### src/rtl/ttab_pkg.sv
// Shared helpers for the AES T-table round-combine stage: byte selection,
// column-count legality and beats-per-block derivation.
package ttab_pkg;

  localparam int unsigned STATE_W = 128;
  localparam int unsigned WORD_W  = 32;
  localparam int unsigned COL_T_W = 128;

  // Only 1, 2 or 4 columns per beat divide a 4-column state evenly.
  function automatic bit cols_legal(input int unsigned cols);
    return (cols == 1) || (cols == 2) || (cols == 4);
  endfunction

  function automatic int unsigned beats_of(input int unsigned cols);
    return (cols == 0) ? 1 : 4 / cols;
  endfunction

  // Picks the byte of a {2s, s, s, 3s} word that lands on a row offset d.
  function automatic logic [7:0] sel_byte(input logic [31:0] word, input logic [1:0] d);
    logic [7:0] b;
    case (d)
      2'd0:    b = word[31:24];
      2'd1:    b = word[7:0];
      2'd2:    b = word[15:8];
      default: b = word[23:16];
    endcase
    return b;
  endfunction

endpackage

### src/rtl/ttab_col_mix.sv
// Combinational combine of one state column: MixColumns XOR of four T-table
// words (or the bare S-box byte in the final round) plus AddRoundKey.
module ttab_col_mix
  import ttab_pkg::*;
(
  input  logic [COL_T_W-1:0] t,
  input  logic [WORD_W-1:0]  key,
  input  logic               last,
  output logic [WORD_W-1:0]  mixed_c
);

  always_comb begin
    mixed_c = key;
    for (int i = 0; i < 4; i++) begin
      if (last) begin
        // Middle byte of word i is the plain S-box output.
        mixed_c[31-8*i -: 8] = mixed_c[31-8*i -: 8] ^ t[127-32*i-8 -: 8];
      end else begin
        for (int r = 0; r < 4; r++) begin
          mixed_c[31-8*i -: 8] = mixed_c[31-8*i -: 8]
                                 ^ sel_byte(t[127-32*r -: 32], 2'(r - i));
        end
      end
    end
  end

endmodule

### src/rtl/ttab_round_combine.sv
// Handshaked round-combine stage: assembles a 128-bit AES state from beats
// of COLS combined columns and hands it downstream with a block counter.
module ttab_round_combine
  import ttab_pkg::*;
#(
  parameter int unsigned COLS  = 4,
  parameter int unsigned CNT_W = 16
) (
  input  logic                    clk,
  input  logic                    rst_n,
  input  logic                    flush,
  input  logic                    in_valid,
  output logic                    in_ready,
  input  logic [COLS*COL_T_W-1:0] in_t,
  input  logic [COLS*WORD_W-1:0]  in_key,
  input  logic                    in_last,
  output logic                    out_valid,
  input  logic                    out_ready,
  output logic [STATE_W-1:0]      out_state,
  output logic                    out_last,
  output logic [CNT_W-1:0]        blk_cnt
);

  localparam bit          COLS_OK = cols_legal(COLS);
  localparam int unsigned BEATS   = beats_of(COLS);
  localparam int unsigned BEAT_W  = (BEATS > 1) ? $clog2(BEATS) : 1;
  localparam int unsigned MIX_W   = COLS * WORD_W;
  localparam logic [BEAT_W-1:0] LAST_BEAT = BEAT_W'(BEATS - 1);

  if (!COLS_OK) begin : g_bad_cols
    $error("ttab_round_combine: COLS must be 1, 2 or 4");
  end

  logic [BEAT_W-1:0]  beat_q;
  logic               mode_q;
  logic               final_beat_c;
  logic               blk_last_c;
  logic               accept_c;
  logic               final_acc_c;
  logic               xfer_c;
  logic [MIX_W-1:0]   mix_c;
  logic [STATE_W-1:0] next_state_c;

  // Mode comes straight from the input on the first beat, else from the latch.
  assign final_beat_c = (beat_q == LAST_BEAT);
  assign blk_last_c   = (beat_q == '0) ? in_last : mode_q;
  assign in_ready     = !flush && !(final_beat_c && out_valid && !out_ready);
  assign accept_c     = in_valid && in_ready;
  assign final_acc_c  = accept_c && final_beat_c;
  assign xfer_c       = out_valid && out_ready;

  for (genvar k = 0; k < COLS; k++) begin : g_col
    ttab_col_mix u_mix (
      .t       (in_t[(COLS-k)*COL_T_W-1 -: COL_T_W]),
      .key     (in_key[(COLS-k)*WORD_W-1 -: WORD_W]),
      .last    (blk_last_c),
      .mixed_c (mix_c[(COLS-k)*WORD_W-1 -: WORD_W])
    );
  end

  // Partial-block assembly; the final beat's columns bypass it into the output.
  if (BEATS > 1) begin : g_asm
    localparam int unsigned ASM_W = STATE_W - MIX_W;
    logic [ASM_W-1:0] asm_q;
    int unsigned      base_c;

    assign base_c = ASM_W - 1 - WORD_W * COLS * 32'(beat_q);

    always_ff @(posedge clk or negedge rst_n) begin
      if (!rst_n) begin
        asm_q <= '0;
      end else if (accept_c && !final_beat_c) begin
        for (int unsigned k = 0; k < COLS; k++) begin
          asm_q[base_c - WORD_W*k -: WORD_W] <= mix_c[(COLS-k)*WORD_W-1 -: WORD_W];
        end
      end
    end

    assign next_state_c = {asm_q, mix_c};
  end else begin : g_direct
    assign next_state_c = mix_c;
  end

  // Beat counter and latched block mode.
  always_ff @(posedge clk or negedge rst_n) begin
    if (!rst_n) begin
      beat_q <= '0;
      mode_q <= 1'b0;
    end else if (flush) begin
      beat_q <= '0;
      mode_q <= 1'b0;
    end else if (accept_c) begin
      if (beat_q == '0) mode_q <= in_last;
      beat_q <= final_beat_c ? '0 : beat_q + BEAT_W'(1);
    end
  end

  // Output register: a final beat reloads it even while the old block leaves.
  always_ff @(posedge clk or negedge rst_n) begin
    if (!rst_n) begin
      out_valid <= 1'b0;
      out_state <= '0;
      out_last  <= 1'b0;
    end else if (final_acc_c) begin
      out_valid <= 1'b1;
      out_state <= next_state_c;
      out_last  <= blk_last_c;
    end else if (xfer_c) begin
      out_valid <= 1'b0;
    end
  end

  always_ff @(posedge clk or negedge rst_n) begin
    if (!rst_n) blk_cnt <= '0;
    else if (xfer_c) blk_cnt <= blk_cnt + CNT_W'(1);
  end

endmodule

### config.mk
export PLATFORM = sky130hd
export DESIGN_NAME = ttab_round_combine
export DESIGN_NICKNAME = d
export VERILOG_FILES = /design/src/rtl/ttab_pkg.sv /design/src/rtl/ttab_col_mix.sv /design/src/rtl/ttab_round_combine.sv
export SDC_FILE = /design/constraint.sdc
export NUM_CORES = 1
export LEC_CHECK = 0
export BUFFER_PORTS_ARGS = -buffer_cell sky130_fd_sc_hd__buf_4
export CAP_MARGIN = 20
export CORE_AREA = 4 4 308 310
export CTS_CLUSTER_SIZE = 8
export DETAILED_ROUTE_END_ITERATION = 10
export DIE_AREA = 0 0 312 314
export PLACE_DENSITY = 0.44
export SLEW_MARGIN = 20
export SYNTH_ARGS = -nofsm -noshare
export SYNTH_HDL_FRONTEND = slang
export SYNTH_HIERARCHICAL = 1
export SYNTH_SLANG_ARGS = --single-unit
export TNS_END_PERCENT = 50
### constraint.sdc
create_clock -name clk -period 4.04 [get_ports clk]
set_input_delay 0.808 -clock clk [delete_from_list [all_inputs] [get_ports clk]]
set_output_delay 0.808 -clock clk [all_outputs]
set_load 0.02 [all_outputs]
=== Word-level counts from Yosys, hierarchy flattened ===
Cells that the tools add are included.

* Bits in registers: 148
* Latch bits: 0
* Bits in writable memories: 0
* Memory bits (read-only): 0
* Memories: 0

* $add $sub $neg: 2
* $mul: 0
* Div/mod/pow operators: 0
* Order comparisons: 0
* Equal/unequal tests: 0
* Shifts and indexed selects: 0
* Mux-type cells: 88
* Bitwise gates (word level): 81
* Reductions and logical operators: 11

{| class="wikitable"
|+ Operators with widths
! operator !! count
|-
| $mux W8 || 80
|-
| $xor A8 B8 Y8 || 80
|-
| $add A16 B1 Y16 const B || 1
|-
| $mux W1 || 8
|-
| $logic_and A1 B1 Y1 || 6
|-
| $reduce_bool A2 Y1 || 2
|-
| $logic_not A1 Y1 || 3
|-
| $add A1 B1 Y1 const B || 1
|-
| $not A1 Y1 || 1
|}

=== Logic depth before layout (Yosys ltp) ===
Gate-level depths: netlist of the first run.

* Word-level depth: 8
* Gate-level depth with buffers: 7
* Depth with buffers taken out: 5

=== Cells and area by module ===
Netlist of the first run, hierarchy kept.

{| class="wikitable"
|+ Modules (own cells, without submodules)
! module !! instances !! cells an instance !! area an instance (sq um) !! seq. area each (sq um)
|-
| ttab_round_combine || 1 || 335 || 6037.0 || 3653.5
|-
| ttab_col_mix || 4 || 164 || 1468.9 || 0.0
|}

=== Worst setup path after synthesis of the first run ===
OpenSTA, ideal clock, no wires.

* Path type: input -> register
* Start: in out_ready
* End: reg out_state[0]
* Library setup time: 125 ps
* Data arrival time: 1985 ps
* Path slack: 1930 ps
* Stages on the path: 7
* Path through: inv_2 a21oi_2 and2_4 buf_6 buf_12 buf_12 mux2_4

* Word-level cells in the longest chain between the ends: 6

{| class="wikitable"
|+ Ends and longest elaborated chain
! element !! line !! source
|-
| start, declared || ttab_round_combine.sv:18 || <nowiki>input logic out_ready,</nowiki>
|-
| $logic_not A1 Y1 || ttab_round_combine.sv:47 || <nowiki>assign in_ready = !flush && !(final_beat_c && out_valid && !out_ready);</nowiki>
|-
| $logic_and A1 B1 Y1 || ttab_round_combine.sv:47 ||
|-
| $logic_not A1 Y1 || ttab_round_combine.sv:47 ||
|-
| $logic_and A1 B1 Y1 || ttab_round_combine.sv:47 ||
|-
| via in_ready || ttab_round_combine.sv:13 || <nowiki>output logic in_ready,</nowiki>
|-
| $logic_and A1 B1 Y1 || ttab_round_combine.sv:48 || <nowiki>assign accept_c = in_valid && in_ready;</nowiki>
|-
| $logic_and A1 B1 Y1 || ttab_round_combine.sv:49 || <nowiki>assign final_acc_c = accept_c && final_beat_c;</nowiki>
|-
| end signal, assigned || ttab_round_combine.sv:106 || <nowiki>out_state <= next_state_c;</nowiki>
|-
| end, declared || ttab_round_combine.sv:19 || <nowiki>output logic [STATE_W-1:0] out_state,</nowiki>
|}

The timed path passes the listed nets, and every way through them passes these cells.
A chain may end at the register's enable or synchronous reset.

=== Final worst setup path of the first run ===
* Start: in out_ready
* End: reg out_state[127]

* Word-level cells in the longest chain between the ends: 6

{| class="wikitable"
|+ Ends and longest elaborated chain
! element !! line
|-
| $logic_not A1 Y1 || ttab_round_combine.sv:47
|-
| $logic_and A1 B1 Y1 || ttab_round_combine.sv:47
|-
| $logic_not A1 Y1 || ttab_round_combine.sv:47
|-
| $logic_and A1 B1 Y1 || ttab_round_combine.sv:47
|-
| $logic_and A1 B1 Y1 || ttab_round_combine.sv:48
|-
| $logic_and A1 B1 Y1 || ttab_round_combine.sv:49
|}

Every way passes these cells.

==> flow_summary.ini, run 1 <==
[status]
status = finished clean

[global_route]
antenna_found_initial = 3
grt_max_degree = 81
grt_first_pass_wirelength_um = 76000
grt_overflow = 0
grt_pass1_vias = 11335
gr-usage-all-layers = 0.106

[finish]
final_util = 0.216
seq_area_mm2 = 0.00365
mostFrequentLayoutCells = buf_4 (804), xnor2_1 (393), dfrtp_1 (146)
multi_input_area_mm2 = 0.00790
final_common_cell = buf_4
finalNetCount = 2437
drive_gt1_frac = 0.541
filler_cell_count = 10039
area_growth_pct = 66.2
n_antenna_cell = 0

[drt]
via_per_inst = 3.38
first_pass_iters = 4
ant_nets = 0
drt_wl_total_um = 54500
vias = 10106
drt_iter0_drc = 248
drt-wirelength-per-cell_um = 18.2
drc = 0

[critical_path]
cp_max_fo = 38
critical-path-max-stage-delay_ns = 0.69
critPathLaunchType = input port
worstSetupPathType = input port to register
required_ns = 4.38
worstPathArrival_ns = 2.54
worstReg2RegStart = out_valid
critPathTopFamily = simple AND/OR/NAND/NOR gates
end_kind = register
crit_chain = buf_4, inv_2, a21oi_2, and2_4, buf_4, mux2_2
cp_num_buf_inv = 3
rrSetupSlack_ns = 1.86
rr_worst_depth = 4
critPathMostFrequentCell = buf_4
timing.rr.end = out_state[127]
startpoint = out_ready
cpMaxStageDelayCell = and2_4

[min_path]
min_path_type = input port to async pin

[power_and_ir_drop]
p_per_area_mw_per_mm2 = 393
total_power_uw = 7790
p_leak_uw = 0.00904
max-vdd-ir-drop_mv = 0.229

[synth]
ys.warnings.count = 6
synth_xor_area_frac = 0.387
synth_compound_area_frac = 0.00137
synth_fp_nets = 1638
netlist.area_leader.share = 0.307
yosysUniqueCellTypes = 23
synth_area_mm2 = 0.0119
synth_top_family_by_area = XOR/XNOR gates
syn_inst = 991
yosys_register_bits = 146
synth_top_cell_by_area = dfrtp_1
synthAdderAreaFrac = 0.00105
syn_avg_cell_area_um2 = 12.0
synthMuxAreaShare = 0.262
synth.area.top_cells = dfrtp_1 (31%), xnor2_1 (29%), mux2_4 (12%), mux2i_1 (11%), xor2_1 (9.9%)
synth_simple_gate_area_frac = 0.0109
ys_seq_area_frac = 0.307

[floorplanning]
num_io_pins = 793
start_util = 0.130
core_mm2 = 0.0917
rows = 111
die_y_um = 314
die_w_um = 312
dieArea_mm2 = 0.0980

[sta]
maxSlewViolCount = 0
tns_ns = 0
whs_ns = 0.255
min_period_over_period = 0.543
skew_ns = 0.00970
clock.fmax_mhz = 456
setup_viol = 0
fin_crit_ns = 2.19
hold_violations = 0
rsz0062_at_grt = false
max_slew_margin = 0.451
worstMarginPinSlew_ns = 0.823

[clocking]
cts_hold_buffers = 0
clk_pin_slew_ns = 0.07
clockBufferDepth = 2
cts_tree = done
numCtsBuffers = 17
cts_sinks = 146
worstSkewPairLatency_ns = 0.46
htree_levels = 4
post-cts-setup-buffers = 0
cts_resized = 0
clockRootBuffer = clkbuf_16

[placed_design]
hpwlAfterDp_um = 47500
portBuffers = 792
gp_congestion = 1.00

[flow_run]
drv_cap = 0
[power by group]
part	total [µW]	switching [µW]	leakage [µW]	internal [µW]
logic	3880	1810	0.00701	2060
registers	2240	322	0.00174	1920
clock network	1670	706	0.000291	965
[metrics by stage]
| step | instances | setup WS, ns | area, µm² |
|---|---|---|---|
| 3_3_place_gp | 2957 | 1.36 | 19200 |
| 4_1_cts | 2989 | 1.79 | 19800 |
| 2_1_floorplan | 991 | 1.93 | 11900 |
| 6_report | 2989 | 1.85 | 19800 |
| 5_1_grt | 2989 | 1.71 | 19800 |
| 3_5_place_dp | 2957 | 1.30 | 19200 |
[logic make-up after synthesis]
| logic type | Yosys count |
|---|---|
| AOI/OAI and AO/OA | 2 |
| xor gates and xnor gates | 527 |
| adders and majority gates | 1 |
| buffers and inverters | 32 |
| DFF | 146 |
| muxes | 258 |
| and+or+nand+nor | 25 |
[registers in the layout, summed over array words and instances (netlist names)]
register and flops:
out_last 1, out_state 128, out_valid 1, blk_cnt 16
[metal layers]
metal / GRT usage / vias to the layer above / part of all wire
li1: - / 4851 / -
met1: 0.117 / 4821 / 0.39
met2: 0.198 / 400 / 0.54
met3: 0.0293 / 32 / 0.059
met4: 0.0284 / 2 / 0.016
met5: 0 / - / 0.00033
[worst max path at each step]
stage / to / slack (ns) / depth (start not counted)
2_1_floorplan: out_state[0] / 1.93 / 7
3_3_place_gp: out_state[115] / 1.36 / 6
3_5_place_dp: out_state[109] / 1.30 / 6
4_1_cts: out_state[109] / 1.79 / 4
5_1_grt: out_state[97] / 1.71 / 4
6_report: out_state[127] / 1.85 / 6
[synth_stat cells]
| master | number |
|---|---|
| a21o_1 | 1 |
| a21oi_2 | 1 |
| and2_4 | 1 |
| and3_1 | 3 |
| buf_12 | 11 |
| buf_2 | 4 |
| buf_4 | 15 |
| buf_6 | 1 |
| dfrtp_1 | 146 |
| ha_1 | 1 |
| inv_2 | 1 |
| mux2_2 | 31 |
| mux2_4 | 99 |
| mux2i_1 | 128 |
| nand2_1 | 5 |
| nand2_2 | 1 |
| nand3_1 | 5 |
| nand4_1 | 3 |
| nor2_1 | 3 |
| nor3_1 | 2 |
| nor4_1 | 2 |
| xnor2_1 | 393 |
| xor2_1 | 134 |
[area by class of cell]
class / instances / share of cell area
Multi-Input combinational cell: 813 / 0.399
Sequential cell: 146 / 0.185
Timing Repair Buffer: 811 / 0.311
Clock buffer: 22 / 0.0240
Tap cell: 1186 / 0.0749
Clock inverter: 10 / 0.00632
Inverter: 1 / 0.000190
Note: power is estimated with default switching activity, not from simulation.
==> run 2: changes to the inputs <==
--- a/config.mk
+++ b/config.mk
@@ -7,11 +7,11 @@
 export LEC_CHECK = 0
 export BUFFER_PORTS_ARGS = -buffer_cell sky130_fd_sc_hd__buf_4
 export CAP_MARGIN = 20
-export CORE_AREA = 4 4 308 310
+export CORE_AREA = 4 4 303 305
 export CTS_CLUSTER_SIZE = 8
 export DETAILED_ROUTE_END_ITERATION = 10
-export DIE_AREA = 0 0 312 314
-export PLACE_DENSITY = 0.44
+export DIE_AREA = 0 0 307 309
+export PLACE_DENSITY = 0.45
 export SLEW_MARGIN = 20
 export SYNTH_ARGS = -nofsm -noshare
 export SYNTH_HDL_FRONTEND = slang
==> constraint.sdc (replaced) <==
create_clock -name clk -period 2 [get_ports clk]
set_input_delay 0.4 -clock clk [delete_from_list [all_inputs] [get_ports clk]]
set_output_delay 0.4 -clock clk [all_outputs]
set_load 0.02 [all_outputs]
==> flow_summary.ini, run 2 (same netlist as run 1, synthesis figures left out) <==
[status]
status = finished clean

[placed_design]
preCtsSetupSlack_ns = -0.0834
gp_congestion = 0.935
hpwlAfterDp_um = 48900
portBuffers = 792

[drt]
drc = 0
vias = 10132
ant_nets = 0
drt_wl_total_um = 55800
drt_iter0_drc = 244
drt-wirelength-per-cell_um = 18.5
first_pass_iters = 5
via_per_inst = 3.36

[sta]
worstMarginPinSlew_ns = 0.607
min_period_over_period = 0.844
worst_slack_ns = 0.313
clock.fmax_mhz = 593
hold_violations = 0
max_slew_margin = 0.592
fin_crit_ns = 1.69
maxSlewViolCount = 0
setup_viol = 0
tns_ns = 0
skew_ns = 0.0102
rsz0062_at_grt = false

[power_and_ir_drop]
p_per_area_mw_per_mm2 = 777
max-vdd-ir-drop_mv = 0.581
p_leak_uw = 0.00923

[global_route]
grt_max_degree = 44
gr-usage-all-layers = 0.111
grt_overflow = 0
antenna_found_initial = 5
grt_pass1_vias = 11425
grt_first_pass_wirelength_um = 76400

[finish]
final_common_cell = buf_4
drive_gt1_frac = 0.551
final_util = 0.225
finalNetCount = 2473
mostFrequentLayoutCells = buf_4 (830), xnor2_1 (393), dfrtp_1 (146)
filler_cell_count = 9740
largest_reg_flops = 128
area_growth_pct = 69.0
top_register = out_state
top_regs = out_state x128, blk_cnt x16

[critical_path]
worstPathArrival_ns = 1.29
worstSetupPathType = register to output port
timing.rr.end = out_state[6]
worstReg2RegStart = out_valid
critPathLaunchType = register
critical-path-max-stage-delay_ns = 0.39
critPathTopFamily = flip-flops
rr_worst_depth = 5
cpMaxStageDelayCell = dfrtp_1
critPathMostFrequentCell = buf_4
rrSetupSlack_ns = 0.38
required_ns = 1.60
end_kind = output port
cp_max_fo = 2
crit_chain = a21oi_2, buf_4, buf_4
cp_num_buf_inv = 2

[min_path]
hold_path_end = blk_cnt[2]
min_from = out_ready
hold_depth = 3
min_path_type = input port to register

[clocking]
worstSkewPairLatency_ns = 0.46
clk_pin_slew_ns = 0.07
cts_sinks = 146
clockRootBuffer = clkbuf_16
numCtsBuffers = 17
cts_resized = 0
clockBufferDepth = 2
htree_levels = 4
cts_tree = done

[floorplanning]
die_y_um = 309
die_w_um = 307
dieArea_mm2 = 0.0949
start_util = 0.133
core_mm2 = 0.0893
rows = 110
num_io_pins = 793

[flow_run]
drv_cap = 0
## run 2: changes by cell type in the layout (fill, tap and decap cells not counted), moves of 2 or more
cell      delta
buf_4       +26
buf_12       +9
clkinv_2     +3
diode_2      +3
clkbuf_8     -2
## run 2: final cells by class
cell class | count | area, µm² | share of cell area
sequential | 146 | 3650 | 0.181
inverter | 1 | 3.75 | 0.000186
clock inverter | 12 | 109 | 0.00541
tap | 1176 | 1470 | 0.0731
timing repair buffer | 847 | 6550 | 0.325
antenna | 3 | 7.51 | 0.000373
clock buffer | 19 | 443 | 0.0220
multi-input combinational | 813 | 7900 | 0.392
## run 2: timing repair
item	4_1_cts	5_1_grt
hold endpoints to repair	36	0
hold buffers	1	0
buffers inserted	0	0
## run 2: worst max-delay path by stage
stage / slack [ns] / to / startpoint / depth (start not counted)
after floorplan: 0.18 / out_state[0] / out_valid / 6
after global placement: -0.11 / out_state[7] / in_t[103] / 7
after detailed placement: -0.08 / out_state[7] / in_t[103] / 7
after CTS: 0.21 / in_ready / out_valid / 3
after global routing: 0.19 / in_ready / out_valid / 3
final: 0.31 / in_ready / out_valid / 3
## run 2: metal layers
layer	share of wire	track usage	routed length (µm)
met2	0.52	0.204	29200
met1	0.38	0.123	21500
met3	0.076	0.0385	4260
met4	0.015	0.0275	822
met5	0.00047	0	26
## run 2: worst register-to-register path, delay by kind of cell (launching register included)
kind                   cells  cell delay, ns
AND/OR/NAND/NOR            1            0.20
buffers and inverters      2            0.45
multiplexers               1            0.33
flip-flops                 1            0.39
AO/OA/AOI/OAI              1            0.15
## run 2: where the power goes
part | switching, µW | internal [µW]
Clock | 1450 | 1740
Sequential | 617 | 3870
Combinational | 3700 | 4270
Total | 5770 | 9880
## run 2: metrics by stage
step | cells | cell area, µm² | power (µW) | hold WS (ns)
floorplan | 991 | 11900 | 8650 | 0.104
global placement | 2982 | 19600 | 12700 | 0.397
detailed placement | 2982 | 19600 | 12700 | 0.407
CTS | 3014 | 20100 | 16100 | 0.184
global route | 3014 | 20100 | 16700 | 0.212
finish | 3017 | 20100 | 15600 | 0.248
==> run 3: changes to the inputs <==
--- a/config.mk
+++ b/config.mk
@@ -5,13 +5,14 @@
 export SDC_FILE = /design/constraint.sdc
 export NUM_CORES = 1
 export LEC_CHECK = 0
+export ABC_AREA = 1
 export BUFFER_PORTS_ARGS = -buffer_cell sky130_fd_sc_hd__buf_4
 export CAP_MARGIN = 20
-export CORE_AREA = 4 4 303 305
+export CORE_AREA = 4 4 305 307
 export CTS_CLUSTER_SIZE = 8
 export DETAILED_ROUTE_END_ITERATION = 10
-export DIE_AREA = 0 0 307 309
-export PLACE_DENSITY = 0.45
+export DIE_AREA = 0 0 309 311
+export PLACE_DENSITY = 0.52
 export SLEW_MARGIN = 20
 export SYNTH_ARGS = -nofsm -noshare
 export SYNTH_HDL_FRONTEND = slang
==> constraint.sdc (replaced) <==
create_clock -name clk -period 1.4 [get_ports clk]
set_input_delay 0.28 -clock clk [delete_from_list [all_inputs] [get_ports clk]]
set_output_delay 0.28 -clock clk [all_outputs]
set_load 0.02 [all_outputs]
==> flow_summary.ini, run 3 <==
[drt]
drt-wirelength-per-cell_um = 16.3
ant_nets = 0
via_per_inst = 4.29
drt_wl_total_um = 85900
vias = 22634
drc = 0
first_pass_iters = 5
drt_iter0_drc = 1206

[clocking]
worstSkewPairLatency_ns = 0.46
clk_pin_slew_ns = 0.07
cts_sinks = 146
cts_tree = done
clockBufferDepth = 2
clockRootBuffer = clkbuf_16
numCtsBuffers = 17
htree_levels = 4

[sta]
min_period_over_period = 1.11
worst_slack_ns = -0.155
hold_violations = 0
maxSlewViolCount = 0
whs_ns = 0.0777
skew_ns = 0.0110
max_slew_margin = 0.767
rsz0062_at_grt = true
clock.fmax_mhz = 643
setup_viol = 92
fin_crit_ns = 1.55
worstMarginPinSlew_ns = 0.350
tns_ns = -2.50

[synth]
netlist.area_leader.share = 0.295
synth_xor_area_frac = 0.134
syn_inst = 3211
synth_simple_gate_area_frac = 0.532
synth_area_mm2 = 0.0177
yosysUniqueCellTypes = 17
ys_top_cells_by_count = nand2_1 (1387), nand3_1 (675), inv_1 (425)
synth_edf_count = 0
synth_compound_area_frac = 0.0178
ys_async_sr_fraction = 1.00
synth.most_common_cell = nand2_1
ys_seq_area_frac = 0.207
synth.area.top_cells = nand2_1 (29%), dfrtp_1 (21%), nand3_1 (19%), xor2_1 (10%), inv_1 (9.0%)
synth_top_family_by_area = simple AND/OR/NAND/NOR gates
synth_top_cell_by_area = nand2_1
synth_ff_type = dfrtp_1
yosys_register_bits = 146
synthAdderAreaFrac = 0.000708
ys.warnings.count = 6
synth_fp_nets = 3858
syn_avg_cell_area_um2 = 5.50
synthMuxAreaShare = 0

[floorplanning]
num_io_pins = 793
core_mm2 = 0.0900
die_y_um = 311
dieArea_mm2 = 0.0961
die_w_um = 309
rows = 110
start_util = 0.196

[finish]
top_regs = out_state x128, blk_cnt x16
area_growth_pct = 52.3
finalNetCount = 4720
top_register = out_state
final_common_cell = nand2_1
largest_reg_flops = 128
mostFrequentLayoutCells = nand2_1 (1386), buf_4 (833), nand3_1 (671)
drive_gt1_frac = 0.238
final_util = 0.299

[placed_design]
gp_congestion = 0.913
hpwlAfterDp_um = 72600
portBuffers = 792

[power_and_ir_drop]
max-vdd-ir-drop_mv = 0.726
p_per_area_mw_per_mm2 = 775
p_leak_uw = 0.0158

[min_path]
hold_depth = 4
min_from = out_ready
min_path_type = input port to register
hold_path_end = out_valid

[critical_path]
rr_worst_depth = 8
rrSetupSlack_ns = -0.06
worstSetupPathType = register to output port
worstReg2RegStart = out_valid
critPathLaunchType = register
required_ns = 1.12
cpMaxStageDelayCell = dfrtp_1
worstPathArrival_ns = 1.27
timing.rr.end = out_state[6]
crit_chain = buf_4, buf_4, buf_6
cp_max_fo = 2
end_kind = output port
critical-path-max-stage-delay_ns = 0.41
critPathMostFrequentCell = buf_4

[global_route]
grt_pass1_vias = 21660
grt_overflow = 0
grt_first_pass_wirelength_um = 124000
grt_max_degree = 71
gr-usage-all-layers = 0.168
antenna_found_initial = 15

[status]
status = finished, violations left
failed_checks = setup timing

[flow_run]
drv_cap = 0
-- run 3: cell count changes in the layout (fill, tap and decap cells not counted), moves of 31 or more --
| cell | change |
|---|---|
| nor2_1 | +126 |
| nand3_1 | +666 |
| nand2_1 | +1381 |
| o21ai_0 | +60 |
| mux2i_1 | -128 |
| xor2_1 | +67 |
| inv_1 | +425 |
| buf_6 | +49 |
| xnor2_1 | -324 |
| mux2_2 | -31 |
| nand3b_1 | +37 |
| mux2_4 | -99 |
-- run 3: critical path: cells and delay by family, from the launching register on --
family	cells	cell delay [ns]
buf+inv	3	0.41
flops	1	0.41
-- run 3: kinds of logic after synthesis --
group,Yosys count
fa+ha+maj,1
xor+xnor,270
flops,146
simple gates,2236
compound gates,62
buf+inv,496
-- run 3: stage by stage --
stage | cells | cell area (µm²) | total power [µW] | worst slack [ns]
final | 5273 | 26900 | 20800 | -0.155
after global routing | 5268 | 26900 | 22400 | -0.241
after global placement | 5205 | 25700 | 15500 | 0.0343
after CTS | 5247 | 26500 | 20900 | -0.214
after detailed placement | 5205 | 25700 | 15600 | 0.0402
after floorplan | 3211 | 17700 | 10200 | 0.0175
-- run 3: layout make-up --
class                           count  area, µm²
Clock buffer                       17        425
Inverter                          430       1610
Timing Repair Buffer              909       7340
Antenna cell                       11       27.5
Sequential cell                   146       3670
Clock inverter                     15        189
Multi-Input combinational cell   2569      12200
Tap cell                         1176       1470
Fill cell                       10095      63100
-- run 3: metal layers --
layer	wire, µm	GRT usage	vias up
met1	33500	0.184	10128
met4	2480	0.0578	8
li1	-	-	11724
met3	6940	0.0541	98
met2	43000	0.303	676
met5	55	0	-
-- run 3: power breakdown --
group          internal, µW  switching [µW]  leakage (µW)
registers              5020             611       0.00181
logic                  4570            5710        0.0137
clock network          2580            2360      0.000299
-- run 3: what timing repair did --
action / CTS / global route
endpoints found under the hold margin: 58 / 0
cloned: 0 / 6
pin swaps: 1 / 11
endpoints found under the setup margin: 25 / 95
gates resized for setup: 38 / 38
hold buffers: 1 / 0
setup buffers: 13 / 9
-- run 3: worst max-delay path by stage --
stage | end | startpoint | slack (ns) | depth (start not counted)
2_1_floorplan | blk_cnt[10] | blk_cnt[1] | 0.02 | 5
3_3_place_gp | out_state[2] | out_valid | 0.03 | 4
3_5_place_dp | out_state[75] | in_last | 0.04 | 7
4_1_cts | out_valid | out_valid | -0.21 | 3
5_1_grt | in_ready | out_valid | -0.24 | 3
6_report | out_valid | out_valid | -0.15 | 3
